## src/rtl/layer_mem_pkg.sv

```systemverilog
// rtl/layer_mem_pkg.sv - shared widths, csel codes and arbiter state for the layer-memory port
package layer_mem_pkg;

  localparam int AW = 12;
  localparam int DW = 20;

  localparam logic [2:0] CSEL_NONE = 3'b000;
  localparam logic [2:0] CSEL_L0   = 3'b001;
  localparam logic [2:0] CSEL_L1   = 3'b011;

  typedef enum logic {
    ARB  = 1'b0,
    HOLD = 1'b1
  } arb_state_e;

  // Index width that stays at least one bit for a single requester.
  function automatic int idx_w(input int n);
    return (n > 1) ? $clog2(n) : 1;
  endfunction

endpackage

```

## src/rtl/rr_pick.sv

```systemverilog
// rtl/rr_pick.sv - combinational round-robin picker, search starts just after the last winner
module rr_pick #(
  parameter int NREQ = 3,
  parameter int IW   = 2
) (
  input  logic [NREQ-1:0] req,
  input  logic [IW-1:0]   last,
  output logic [NREQ-1:0] gnt,
  output logic [IW-1:0]   idx,
  output logic            any
);

  int cand;

  always_comb begin
    gnt  = '0;
    idx  = '0;
    any  = 1'b0;
    cand = 0;
    for (int k = 1; k <= NREQ; k++) begin
      cand = (int'(last) + k) % NREQ;
      if (!any && req[cand]) begin
        any       = 1'b1;
        gnt[cand] = 1'b1;
        idx       = IW'(cand);
      end
    end
  end

endmodule

```

## src/rtl/layer_mem_arb.sv

```systemverilog
// rtl/layer_mem_arb.sv - shares the single layer-memory port between conv, pool and host readback
module layer_mem_arb
  import layer_mem_pkg::*;
#(
  parameter int NREQ = 3,
  parameter int AW   = layer_mem_pkg::AW,
  parameter int DW   = layer_mem_pkg::DW
) (
  input  logic              clk,
  input  logic              reset,
  input  logic [NREQ-1:0]   req,
  input  logic [NREQ-1:0]   lock,
  input  logic [NREQ-1:0]   we,
  input  logic [3*NREQ-1:0] sel,
  input  logic [AW*NREQ-1:0] addr,
  input  logic [DW*NREQ-1:0] wdata,
  output logic [NREQ-1:0]   gnt,
  output logic [NREQ-1:0]   rvalid,
  output logic [DW-1:0]     rdata,
  output logic [2:0]        csel,
  output logic              cwr,
  output logic [AW-1:0]     caddr_wr,
  output logic [DW-1:0]     cdata_wr,
  output logic              crd,
  output logic [AW-1:0]     caddr_rd,
  input  logic [DW-1:0]     cdata_rd
);

  localparam int IW = idx_w(NREQ);
  localparam logic [IW-1:0] LAST_RST = IW'(NREQ - 1);

  arb_state_e      state_q, state_d;
  logic [IW-1:0]   last_q, last_d;

  logic [2:0]      csel_q, csel_d;
  logic            cwr_q, cwr_d;
  logic            crd_q, crd_d;
  logic [AW-1:0]   caddr_wr_q, caddr_wr_d;
  logic [AW-1:0]   caddr_rd_q, caddr_rd_d;
  logic [DW-1:0]   cdata_wr_q, cdata_wr_d;

  logic            ret0_vld_q, ret0_vld_d;
  logic [IW-1:0]   ret0_idx_q, ret0_idx_d;
  logic            ret1_vld_q, ret1_vld_d;
  logic [IW-1:0]   ret1_idx_q, ret1_idx_d;

  logic [NREQ-1:0] pick_gnt;
  logic [IW-1:0]   pick_idx;
  logic            pick_any;

  logic [NREQ-1:0] gnt_c;
  logic [IW-1:0]   gidx;
  logic            beat;

  rr_pick #(
    .NREQ(NREQ),
    .IW  (IW)
  ) u_pick (
    .req (req),
    .last(last_q),
    .gnt (pick_gnt),
    .idx (pick_idx),
    .any (pick_any)
  );

  always_comb begin
    state_d = state_q;
    last_d  = last_q;
    gnt_c   = '0;
    gidx    = last_q;
    beat    = 1'b0;
    unique case (state_q)
      ARB: begin
        if (pick_any) begin
          gnt_c = pick_gnt;
          gidx  = pick_idx;
          beat  = 1'b1;
          if (lock[pick_idx]) state_d = HOLD;
        end
      end
      HOLD: begin
        // An owner that lets go of req forfeits the cycle; arbitration resumes next cycle.
        if (req[last_q]) begin
          gnt_c[last_q] = 1'b1;
          beat          = 1'b1;
          if (!lock[last_q]) state_d = ARB;
        end else begin
          state_d = ARB;
        end
      end
      default: state_d = ARB;
    endcase
    if (beat) last_d = gidx;
  end

  always_comb begin
    csel_d     = csel_q;
    caddr_wr_d = caddr_wr_q;
    caddr_rd_d = caddr_rd_q;
    cdata_wr_d = cdata_wr_q;
    cwr_d      = 1'b0;
    crd_d      = 1'b0;
    ret0_vld_d = 1'b0;
    ret0_idx_d = gidx;
    ret1_vld_d = ret0_vld_q;
    ret1_idx_d = ret0_idx_q;
    if (beat) begin
      csel_d = sel[int'(gidx)*3 +: 3];
      if (we[gidx]) begin
        cwr_d      = 1'b1;
        caddr_wr_d = addr[int'(gidx)*AW +: AW];
        cdata_wr_d = wdata[int'(gidx)*DW +: DW];
      end else begin
        crd_d      = 1'b1;
        caddr_rd_d = addr[int'(gidx)*AW +: AW];
        ret0_vld_d = 1'b1;
      end
    end
  end

  always_ff @(posedge clk or posedge reset) begin
    if (reset) begin
      state_q    <= ARB;
      last_q     <= LAST_RST;
      csel_q     <= CSEL_NONE;
      cwr_q      <= 1'b0;
      crd_q      <= 1'b0;
      caddr_wr_q <= '0;
      caddr_rd_q <= '0;
      cdata_wr_q <= '0;
      ret0_vld_q <= 1'b0;
      ret0_idx_q <= '0;
      ret1_vld_q <= 1'b0;
      ret1_idx_q <= '0;
    end else begin
      state_q    <= state_d;
      last_q     <= last_d;
      csel_q     <= csel_d;
      cwr_q      <= cwr_d;
      crd_q      <= crd_d;
      caddr_wr_q <= caddr_wr_d;
      caddr_rd_q <= caddr_rd_d;
      cdata_wr_q <= cdata_wr_d;
      ret0_vld_q <= ret0_vld_d;
      ret0_idx_q <= ret0_idx_d;
      ret1_vld_q <= ret1_vld_d;
      ret1_idx_q <= ret1_idx_d;
    end
  end

  always_comb begin
    rvalid = '0;
    if (ret1_vld_q) rvalid[ret1_idx_q] = 1'b1;
  end

  // Grants are combinational, so mask them while reset is held.
  assign gnt      = reset ? '0 : gnt_c;
  assign rdata    = cdata_rd;
  assign csel     = csel_q;
  assign cwr      = cwr_q;
  assign crd      = crd_q;
  assign caddr_wr = caddr_wr_q;
  assign caddr_rd = caddr_rd_q;
  assign cdata_wr = cdata_wr_q;

endmodule

```

## config.mk

```make
export PLATFORM = sky130hd
export DESIGN_NAME = layer_mem_arb
export DESIGN_NICKNAME = d
export VERILOG_FILES = /design/src/rtl/layer_mem_pkg.sv /design/src/rtl/rr_pick.sv /design/src/rtl/layer_mem_arb.sv
export SDC_FILE = /design/constraint.sdc
export NUM_CORES = 1
export LEC_CHECK = 0
export CAP_MARGIN = 20
export CORE_MARGIN = 1.5
export CORE_UTILIZATION = 38
export DETAILED_ROUTE_END_ITERATION = 6
export PLACE_DENSITY_LB_ADDON = 0.1
export SETUP_SLACK_MARGIN = 0.15
export SLEW_MARGIN = 20
export SYNTH_ARGS = -nofsm -noshare
export SYNTH_HDL_FRONTEND = slang
export SYNTH_SLANG_ARGS = --single-unit
```

## constraint.sdc

```tcl
create_clock -name clk -period 3.7 [get_ports clk]
set_clock_uncertainty 0.15 [all_clocks]
set_input_delay 0.74 -clock clk [delete_from_list [all_inputs] [get_ports clk]]
set_output_delay 0.74 -clock clk [all_outputs]
set_load 0.005 [all_outputs]
```

# Word-level counts from Yosys, hierarchy flattened

Cells that the tools add are included.
W data, S select, Z words.

Register bits after elaboration: 57
Input bits: 136
Output and inout port bits: 75
Logic and storage cells: 105

$add $sub $neg: 3
$mul: 3
Div/mod/pow operators: 3
Magnitude comparators: 12
Shift-type cells: 3
Mux-type cells: 55
Bitwise logic cells: 4
Reductions and logical operators: 11

Operator list:

| operator                | count |
|---|---|
| $ge A32 B1 Y1 const B   | 3 |
| $lt A32 B4 Y1 const B   | 3 |
| $mod A32 B3 Y32 const B | 3 |
| $shiftx A60 B8 Y20      | 1 |
| $shiftx A36 B7 Y12      | 1 |
| $mux W1                 | 28 |
| $mux W3                 | 7 |
| $bmux W1 S2             | 7 |
| $lt A2 B3 Y1 const B    | 4 |
| $demux W1 S2            | 5 |
| $mux W2                 | 5 |
| $shiftx A9 B5 Y3        | 1 |
| $mul A2 B2 Y4 const B   | 2 |
| $logic_and A1 B1 Y1     | 7 |
| $add A2 B2 Y3 const B   | 2 |
| $or A3 B3 Y3            | 2 |
| $pmux W3 S2             | 1 |
| $mul A2 B3 Y5 const B   | 1 |
| $ge A2 B1 Y1 const B    | 2 |
| $pmux W1 S2             | 2 |
| $reduce_and A2 Y1       | 2 |
| $add A2 B1 Y3 const B   | 1 |
| $logic_not A1 Y1        | 2 |
| $not A1 Y1              | 2 |

# Depth between registers and ports, before layout

Gate-level depths: netlist of run 1.

Word-level depth: 18
Gate-level depth with buffers: 14

# Modules after synthesis

Synthesis of run 1 repeated with hierarchy kept, for this count alone.

Cells, all modules: 330
Area total of the unflattened synthesis: 3455.8 µm²

By module, submodules not included:

| module        | times used | cells an instance | area each (µm²) | sequential area each (µm²) |
|---|---|---|---|---|
| layer_mem_arb | 1          | 290               | 3174.3          | 1427.6 |
| rr_pick       | 1          | 40                | 281.5           | 0.0 |

# Worst setup path after synthesis of run 1

No wires, ideal clock.

Path kind: reg2reg
Start: reg last_q[1]
End: reg caddr_rd_q[0], in the netlist caddr_rd[0]
Setup time: 0.127 ns
Arrival time: 3.082 ns
Data required time: 3.423 ns
Slack: 0.341 ns
Cell stages (with the launch flop): 13
Path buffers: 4
Clock period less this slack: 3.359 ns
Cell sequence: dfstp_2 inv_1 ha_1 buf_1 a22oi_1 a31oi_2 buf_6 mux2i_1 buf_4 mux2i_2 o211ai_2 buf_6 mux2_1

Cells in the longest elaborated chain, start to end: 18
Elaborated cells on any way between the ends: 38

Ends and longest elaborated chain:

| what                                                     | RTL line             | RTL |
|---|---|---|
| start: declaration                                       | layer_mem_arb.sv:33  | `logic [IW-1:0] last_q, last_d;` |
| start signal: assignment                                 | layer_mem_arb.sv:137 | `last_q <= last_d;` |
| branches (longest 18 deep; another with $mod A32 B3 Y32) | n/a                  |  |
| end signal: assignment                                   | layer_mem_arb.sv:142 | `caddr_rd_q <= caddr_rd_d;` |
| end: declaration                                         | layer_mem_arb.sv:39  | `logic [AW-1:0] caddr_rd_q, caddr_rd_d;` |

Several ways; the timed one is not identified. The select of a mux whose other input is x is not followed.
A chain may end at the register's enable or synchronous reset.

# Final worst setup path of run 1

Start: in req[2]
End: out gnt[2]

Cells in the longest elaborated chain, start to end: 13
Elaborated cells on any way between the ends: 27

Ends and longest elaborated chain:

| what                                       | RTL line             | RTL |
|---|---|---|
| start: declaration                         | layer_mem_arb.sv:11  | `input logic [NREQ-1:0] req,` |
| $bmux W1 S2                                | rr_pick.sv:22        | `if (!any && req[cand]) begin` |
| $mux W1 (not written as such) (2 in a row) | rr_pick.sv:22        |  |
| $mux W1                                    | rr_pick.sv:22        |  |
| $logic_not A1 Y1                           | rr_pick.sv:22        |  |
| $logic_and A1 B1 Y1                        | rr_pick.sv:22        |  |
| $mux W1                                    | rr_pick.sv:22        |  |
| $logic_not A1 Y1                           | rr_pick.sv:22        |  |
| $logic_and A1 B1 Y1                        | rr_pick.sv:22        |  |
| $mux W3 or $mux W1 (tied branches)         | rr_pick.sv:22        |  |
| $mux W3                                    | layer_mem_arb.sv:74  | `if (pick_any) begin` |
| $pmux W3 S2 (*)                            | layer_mem_arb.sv:72  | `unique case (state_q)` |
| $mux W3 (*)                                | layer_mem_arb.sv:157 | `assign gnt = reset ? '0 : gnt_c;` |
| end: declaration                           | layer_mem_arb.sv:17  | `output logic [NREQ-1:0] gnt,` |

Every way passes the cells marked *; elsewhere a longest branch is shown, timed or not. The select of a mux whose other input is x is not followed.

==> flow_metrics.env, run 1 <==
export IMPL_reg2reg_from="last_q[1]$_DFFE_PP1P_"
export IMPL_syn_num_nets=473
export IMPL_start_util_pct=39.92
export IMPL_ir_drop_mv=0.4003
export IMPL_dpl_hpwl_um=7415
export IMPL_cp_max_fo=6
export IMPL_fin_nets=639
export IMPL_cts_path_max_buffers=2
export IMPL_synth_top_cell_by_area="dfrtp_1"
export IMPL_grt_antenna_before_repair=0
export IMPL_slew_headroom_pct=50.23
export IMPL_hold_ws_ps=191.6
export IMPL_syn_to_final_growth_pct=60.08
export IMPL_clock_sinks=57
export IMPL_drt_pass1_iterations=4
export IMPL_core_area_um2=8848
export IMPL_yosys_warnings=0
export IMPL_clk_latency_ps=320
export IMPL_final_max_slew_violation_count=0
export IMPL_cap_violations=0
export IMPL_grt_pass1_wl_um=15750
export IMPL_cp_start_kind="input port"
export IMPL_via_per_inst=4.980
export IMPL_rrSetupSlack_ps=540
export IMPL_numCtsBuffers=9
export IMPL_rsz0062_at_grt="true"
export IMPL_max_clock_freq_mhz=278.7
export IMPL_die_h_um=99.41
export IMPL_place_gp_congestion=0.8178
export IMPL_finalCriticalPeriod_ps=3588
export IMPL_grt_total_usage_pct=20.33
export IMPL_required_ps=2810
export IMPL_worst_slew_pin_slew_ps=746.5
export IMPL_synth_area_top_cells="dfrtp_1 (40%), mux2i_1 (11%), mux2_1 (9.2%)"
export IMPL_io_pins=211
export IMPL_path_class="in2out"
export IMPL_rows=34
export IMPL_dp_cells=593
export IMPL_fillers=748
export IMPL_ys_seq_area_share_pct=40.42
export IMPL_worst_slack_ps=112.2
export IMPL_synth_cell_types=41
export IMPL_power_per_cell_area_nw_per_um2=951.5
export IMPL_stdcell_area_um2=5654
export IMPL_ant_nets=0
export IMPL_routed_wl_um=9760
export IMPL_clkTransAtPathRegs_ps=70
export IMPL_n_antenna_cell=0
export IMPL_final_util_pct=63.90
export IMPL_worstHoldPathType="reg2reg"
export IMPL_status="finished, final reports clean"
export IMPL_setup_viol=0
export IMPL_wire_per_inst_um=15.97
export IMPL_critical_path_arrival_ps=2700
export IMPL_end_kind="output port"
export IMPL_ys_flop_type="dfrtp_1"
export IMPL_synth_edff_count=0
export IMPL_synth_area_um2=3532
export IMPL_grt_overflow=0
export IMPL_htreeDepth=3
export IMPL_fin_crit_sh_pct=96.97
export IMPL_drc_errors=0
export IMPL_synth_seq_cells=57
export IMPL_rr_worst_depth=11
export IMPL_avgSynthCellArea_um2=10.64
export IMPL_finalPower_mw=5.380
export IMPL_clock_root_buffer="clkbuf_8"
export IMPL_grt_start_max_net_pins=58
export IMPL_hold_buffers=0
export IMPL_vias=3043
export IMPL_worstSetupEndpoint="gnt[2]"
export IMPL_synth_top_cell_area_share_pct=39.67
export IMPL_hold_viol=0
export IMPL_fin_setup_tns_ps=0
export IMPL_grt_pass1_vias=3228
export IMPL_dpl_worst_slack_ps=-140.2
export IMPL_synth_cells=332
export IMPL_layout_drive_gt1_share_pct=17.10
export IMPL_post_layout_nonfiller_instances=611
export IMPL_drt_initial_drc_count=75
export IMPL_reg2reg_to="cdata_wr[16]$_DFFE_PP0P_"
export IMPL_io_buffers=170
export IMPL_dieArea_um2=9882
export IMPL_die_x_um=99.41
export IMPL_place_area_um2=5351
export IMPL_crit_start="req[2]"
export IMPL_ys_async_sr_fraction_pct=100.0
export IMPL_cts_tree="yes"
export IMPL_leakage_nw=2.466
==> worst max-delay path, stage by stage <==
cell,delay (ps)
clkdlybuf4s50_1,540
buf_4,170
mux2i_1,70
o22ai_1,180
and2_1,270
a22oi_1,120
nor2_1,100
clkdlybuf4s50_1,500
==> cell families (layout without fill, tap and decap cells) <==
family / after synthesis / in the layout / share of synthesized area (%)
muxes: 92 / 92 / 29.15
and+or+nand+nor: 66 / 66 / 8.573
AOI/OAI and AO/OA: 63 / 63 / 11.30
DFF: 57 / 57 / 40.42
buffers and inverters: 49 / 220 / 8.785
adders and majority gates: 5 / 5 / 1.771
==> repair_timing <==
item	CTS	global route
pin swaps	0	2
setup endpoints to repair	3	3
resized for setup	13	8
hold endpoints to repair	0	0
buffers inserted	0	2
==> registers in the layout, indices dropped and copies added, names as in the netlist <==
register,flops
caddr_rd,12
caddr_wr,12
cdata_wr,20
csel,3
cwr,1
last_q,2
ret0_idx_q,2
ret0_vld_q,1
ret1_idx_q,2
ret1_vld_q,1
state_q,1
==> cell usage after synthesis (6+ instances only) <==
master and number:
dfrtp_1 56, nor2_1 10, nand2_1 39, mux2_2 11
mux2i_1 40, o21ai_0 37, buf_4 22, mux2_1 29
clkbuf_1 10, inv_1 6, mux2_4 11
==> layout by cell type, fill, tap and decap left out, types with 2 or more instances in the layout <==
master | netlist | layout
a21oi_1 | 5 | 5
a221oi_1 | 2 | 2
a22o_1 | 3 | 2
a22oi_1 | 5 | 5
a2bb2oi_1 | 3 | 3
and3b_1 | 3 | 3
buf_12 | 0 | 5
buf_4 | 22 | 22
bufinv_16 | 0 | 2
clkbuf_1 | 10 | 2
clkbuf_8 | 0 | 9
clkdlybuf4s50_1 | 0 | 166
clkinvlp_4 | 0 | 2
dfrtp_1 | 56 | 55
dlygate4sd2_1 | 0 | 2
dlymetal6s2s_1 | 0 | 2
ha_1 | 5 | 2
ha_4 | 0 | 3
inv_1 | 6 | 3
inv_2 | 0 | 3
mux2_1 | 29 | 29
mux2_2 | 11 | 11
mux2_4 | 11 | 11
mux2i_1 | 40 | 39
nand2_1 | 39 | 38
nand3_1 | 3 | 3
nand3b_1 | 2 | 2
nor2_1 | 10 | 9
o21ai_0 | 37 | 36
==> cell type report <==
class / count / area, um2 / share of cell area [%]
clock buffer: 11 / 131.4 / 2.324
clock inverter: 5 / 80.08 / 1.416
inverter: 6 / 22.52 / 0.3983
multi-input combinational: 226 / 1876 / 33.17
sequential: 57 / 1429 / 25.27
tap: 108 / 135.1 / 2.390
timing repair buffer: 198 / 1981 / 35.03
==> how the worst min path moves through the flow <==
stage / from / to / slack (ps) / depth (start not counted)
2_1_floorplan: ret0_idx_q[0]$_DFF_PP0_ / ret1_idx_q[0]$_DFF_PP0_ / 180 / 0
4_1_cts: ret0_idx_q[1]$_DFF_PP0_ / ret1_idx_q[1]$_DFF_PP0_ / 190 / 0
6_report: ret0_idx_q[0]$_DFF_PP0_ / ret1_idx_q[0]$_DFF_PP0_ / 190 / 0
5_1_grt: ret0_idx_q[0]$_DFF_PP0_ / ret1_idx_q[0]$_DFF_PP0_ / 200 / 0
3_5_place_dp: ret0_idx_q[1]$_DFF_PP0_ / ret1_idx_q[1]$_DFF_PP0_ / 180 / 0
3_3_place_gp: ret0_idx_q[0]$_DFF_PP0_ / ret1_idx_q[0]$_DFF_PP0_ / 180 / 0
==> power breakdown <==
part	switching, mW	internal, mW
clock	0.250	0.378
sequential	0.166	0.970
combinational	1.54	2.07
total	1.96	3.42
==> routing by layer <==
metal / track usage, % / vias to the layer above / share of wire (%)
met5: 0 / - / 0
met4: 6.067 / 0 / 1.6
met3: 7.098 / 14 / 7.6
met2: 35.93 / 106 / 52
met1: 23.16 / 1439 / 39
li1: - / 1484 / -
Note: power is estimated with default switching activity, not from simulation.
==> inputs of run 2 (changes only) <==
- CORE_UTILIZATION: 38 -> 41
- clock period: 3.7 -> 4.3 ns (I/O delays scaled with it)
==> run 2 against run 1 <==
Critical path depth rose by 1. Via count shrank 0.26%. Routed wire length fell by 4.0%. Count of clock-buffer cells in the layout shrank 1. Utilization is 1.8 points higher. Hold slack improved by 6.7 ps. Flip-flop and latch count is the same. Highest routed layer unchanged.
==> flow_metrics.env, run 2 (synthesis results as in run 1) <==
export IMPL_status="finished, final reports clean"
export IMPL_min_to="ret1_idx_q[1]$_DFF_PP0_"
export IMPL_n_antenna_cell=0
export IMPL_wl_met2_um=4857
export IMPL_rr_worst_depth=10
export IMPL_critical_path_arrival_ps=3060
export IMPL_clk_latency_ps=330
export IMPL_grt_pass1_wl_um=14460
export IMPL_fin_nets=621
export IMPL_dieArea_um2=9181
export IMPL_die_h_um=95.82
export IMPL_slew_headroom_pct=47.70
export IMPL_required_ps=3290
export IMPL_vias=3035
export IMPL_wire_per_inst_um=15.88
export IMPL_largest_register_ffs=20
export IMPL_grt_overflow=0
export IMPL_end_kind="output port"
export IMPL_power_per_cell_area_nw_per_um2=808.6
export IMPL_place_gp_congestion=0.7528
export IMPL_highest_layer="met4"
export IMPL_ir_drop_mv=0.4470
export IMPL_hp_start="ret0_idx_q[1]$_DFF_PP0_"
export IMPL_mostFrequentLayoutCell="clkdlybuf4s50_1"
export IMPL_layout_drive_gt1_share_pct=13.20
export IMPL_hold_buffers=0
export IMPL_final_cell_mix="clkdlybuf4s50_1 (170), dfrtp_1 (56), mux2i_1 (39), nand2_1 (39), o21ai_0 (36)"
export IMPL_cp_start_kind="input port"
export IMPL_drt_pass1_iterations=6
export IMPL_cpLargestDelayFamily="buffers and inverters"
export IMPL_cts_tree="yes"
export IMPL_hold_ws_ps=198.3
export IMPL_max_clock_freq_mhz=245.9
export IMPL_path_cells="clkdlybuf4s50_1, mux2_4, a22o_1, nor2_1, a22oi_1, o21ai_2, a22oi_1, nor2_1, clkdlybuf4s50_1"
export IMPL_die_x_um=95.82
export IMPL_syn_to_final_growth_pct=54.27
export IMPL_clkTransAtPathRegs_ps=70
export IMPL_grt_start_max_net_pins=38
export IMPL_final_max_slew_violation_count=0
export IMPL_clock_sinks=57
export IMPL_drt_initial_drc_count=39
export IMPL_cap_violations=0
export IMPL_grt_total_usage_pct=21.02
export IMPL_reg2reg_from="last_q[1]$_DFFE_PP1P_"
export IMPL_numCtsBuffers=9
export IMPL_start_util_pct=42.56
export IMPL_via_per_inst=5.144
export IMPL_setup_viol=0
export IMPL_dpl_hpwl_um=7056
export IMPL_routed_wl_um=9367
export IMPL_cp_buffers_inverters=2
export IMPL_max_stage_delay_ps=510
export IMPL_reg2reg_to="caddr_rd[11]$_DFFE_PP0P_"
export IMPL_worstHoldPathType="reg2reg"
export IMPL_grt_pass1_vias=3091
export IMPL_rows=33
export IMPL_rrSetupSlack_ps=690
export IMPL_cp_max_fo=7
export IMPL_cts_path_max_buffers=2
export IMPL_critPathSlowestCell="clkdlybuf4s50_1"
export IMPL_fin_setup_tns_ps=0
export IMPL_io_buffers=170
export IMPL_wl_met3_um=803
export IMPL_ant_nets=0
export IMPL_crit_start="req[1]"
export IMPL_worst_slew_pin_slew_ps=783.4
export IMPL_finalCriticalPeriod_ps=4067
export IMPL_path_class="in2out"
export IMPL_drc_errors=0
export IMPL_hold_viol=0
export IMPL_leakage_nw=2.334
export IMPL_wirelength_met1_um=3564
export IMPL_htreeDepth=3
export IMPL_core_area_um2=8299
export IMPL_clock_root_buffer="clkbuf_8"
export IMPL_io_pins=211
export IMPL_fin_crit_sh_pct=94.58
export IMPL_post_cts_setup_buffers=0
export IMPL_hold_depth=0
export IMPL_rsz0062_at_grt="true"
export IMPL_grt_antenna_before_repair=0
[run 2: changes by cell type in the layout (fill, tap and decap cells not counted), sizes merged]
cell / before / now
dlymetal6s2s: 2 / 0
clkinvlp: 2 / 1
clkinv: 1 / 2
clkbuf: 11 / 10
clkdlybuf4s50: 166 / 170
dlygate4sd2: 2 / 0
buf: 28 / 10
inv: 6 / 7
[run 2: final cells by class]
type	instances	area [um2]
fill	690	2850
multi-input combinational	226	1838
timing repair buffer	180	1802
sequential	57	1428
clock buffer	10	137.6
tap	105	131.4
clock inverter	6	90.09
inverter	6	22.52
[run 2: worst max path at each step]
| stage | to | slack, ps | cells after the start |
|---|---|---|---|
| after floorplan | caddr_rd[0]$_DFFE_PP0P_ | 940 | 12 |
| after global placement | gnt[1] | 280 | 9 |
| after detailed placement | gnt[1] | 180 | 9 |
| after CTS | gnt[1] | 160 | 9 |
| after global routing | gnt[1] | 70 | 9 |
| final | gnt[1] | 230 | 9 |
[run 2: timing repair]
item	4_1_cts	5_1_grt
resized for setup	2	6
endpoints found under the setup margin	3	3
gates cloned	0	0
[run 2: layer usage]
metal  track usage [%]  vias up
met2             36.50      116
met5                 0        -
li1                  -     1452
met3             8.926       24
met1             22.62     1443
met4             7.843        0
[run 2: report_power, final]
part | internal (mW) | switching [mW] | leakage [nW]
logic | 1.60 | 1.26 | 1.54
registers | 0.834 | 0.142 | 0.685
clock network | 0.344 | 0.221 | 0.113
[run 2: metrics by stage]
step | worst slack [ps] | instance area [um2] | power, mW | cells | util [%]
5_1_grt | 66.24 | 5449 | 4.751 | 590 | 65.66
4_1_cts | 159.1 | 5430 | 4.461 | 590 | 65.43
6_report | 233.1 | 5449 | 4.406 | 590 | 65.66
3_3_place_gp | 277.1 | 5190 | 3.803 | 574 | 62.54
3_5_place_dp | 175.5 | 5190 | 3.857 | 574 | 62.54
2_1_floorplan | 940.9 | 3532 | 2.826 | 332 | -
==> inputs of run 3 (changes only) <==
- GPL_ROUTABILITY_DRIVEN: unset -> 0
==> results of run 3 <==
Same layout as run 2: the final DEF is identical, and so are final timing and power.
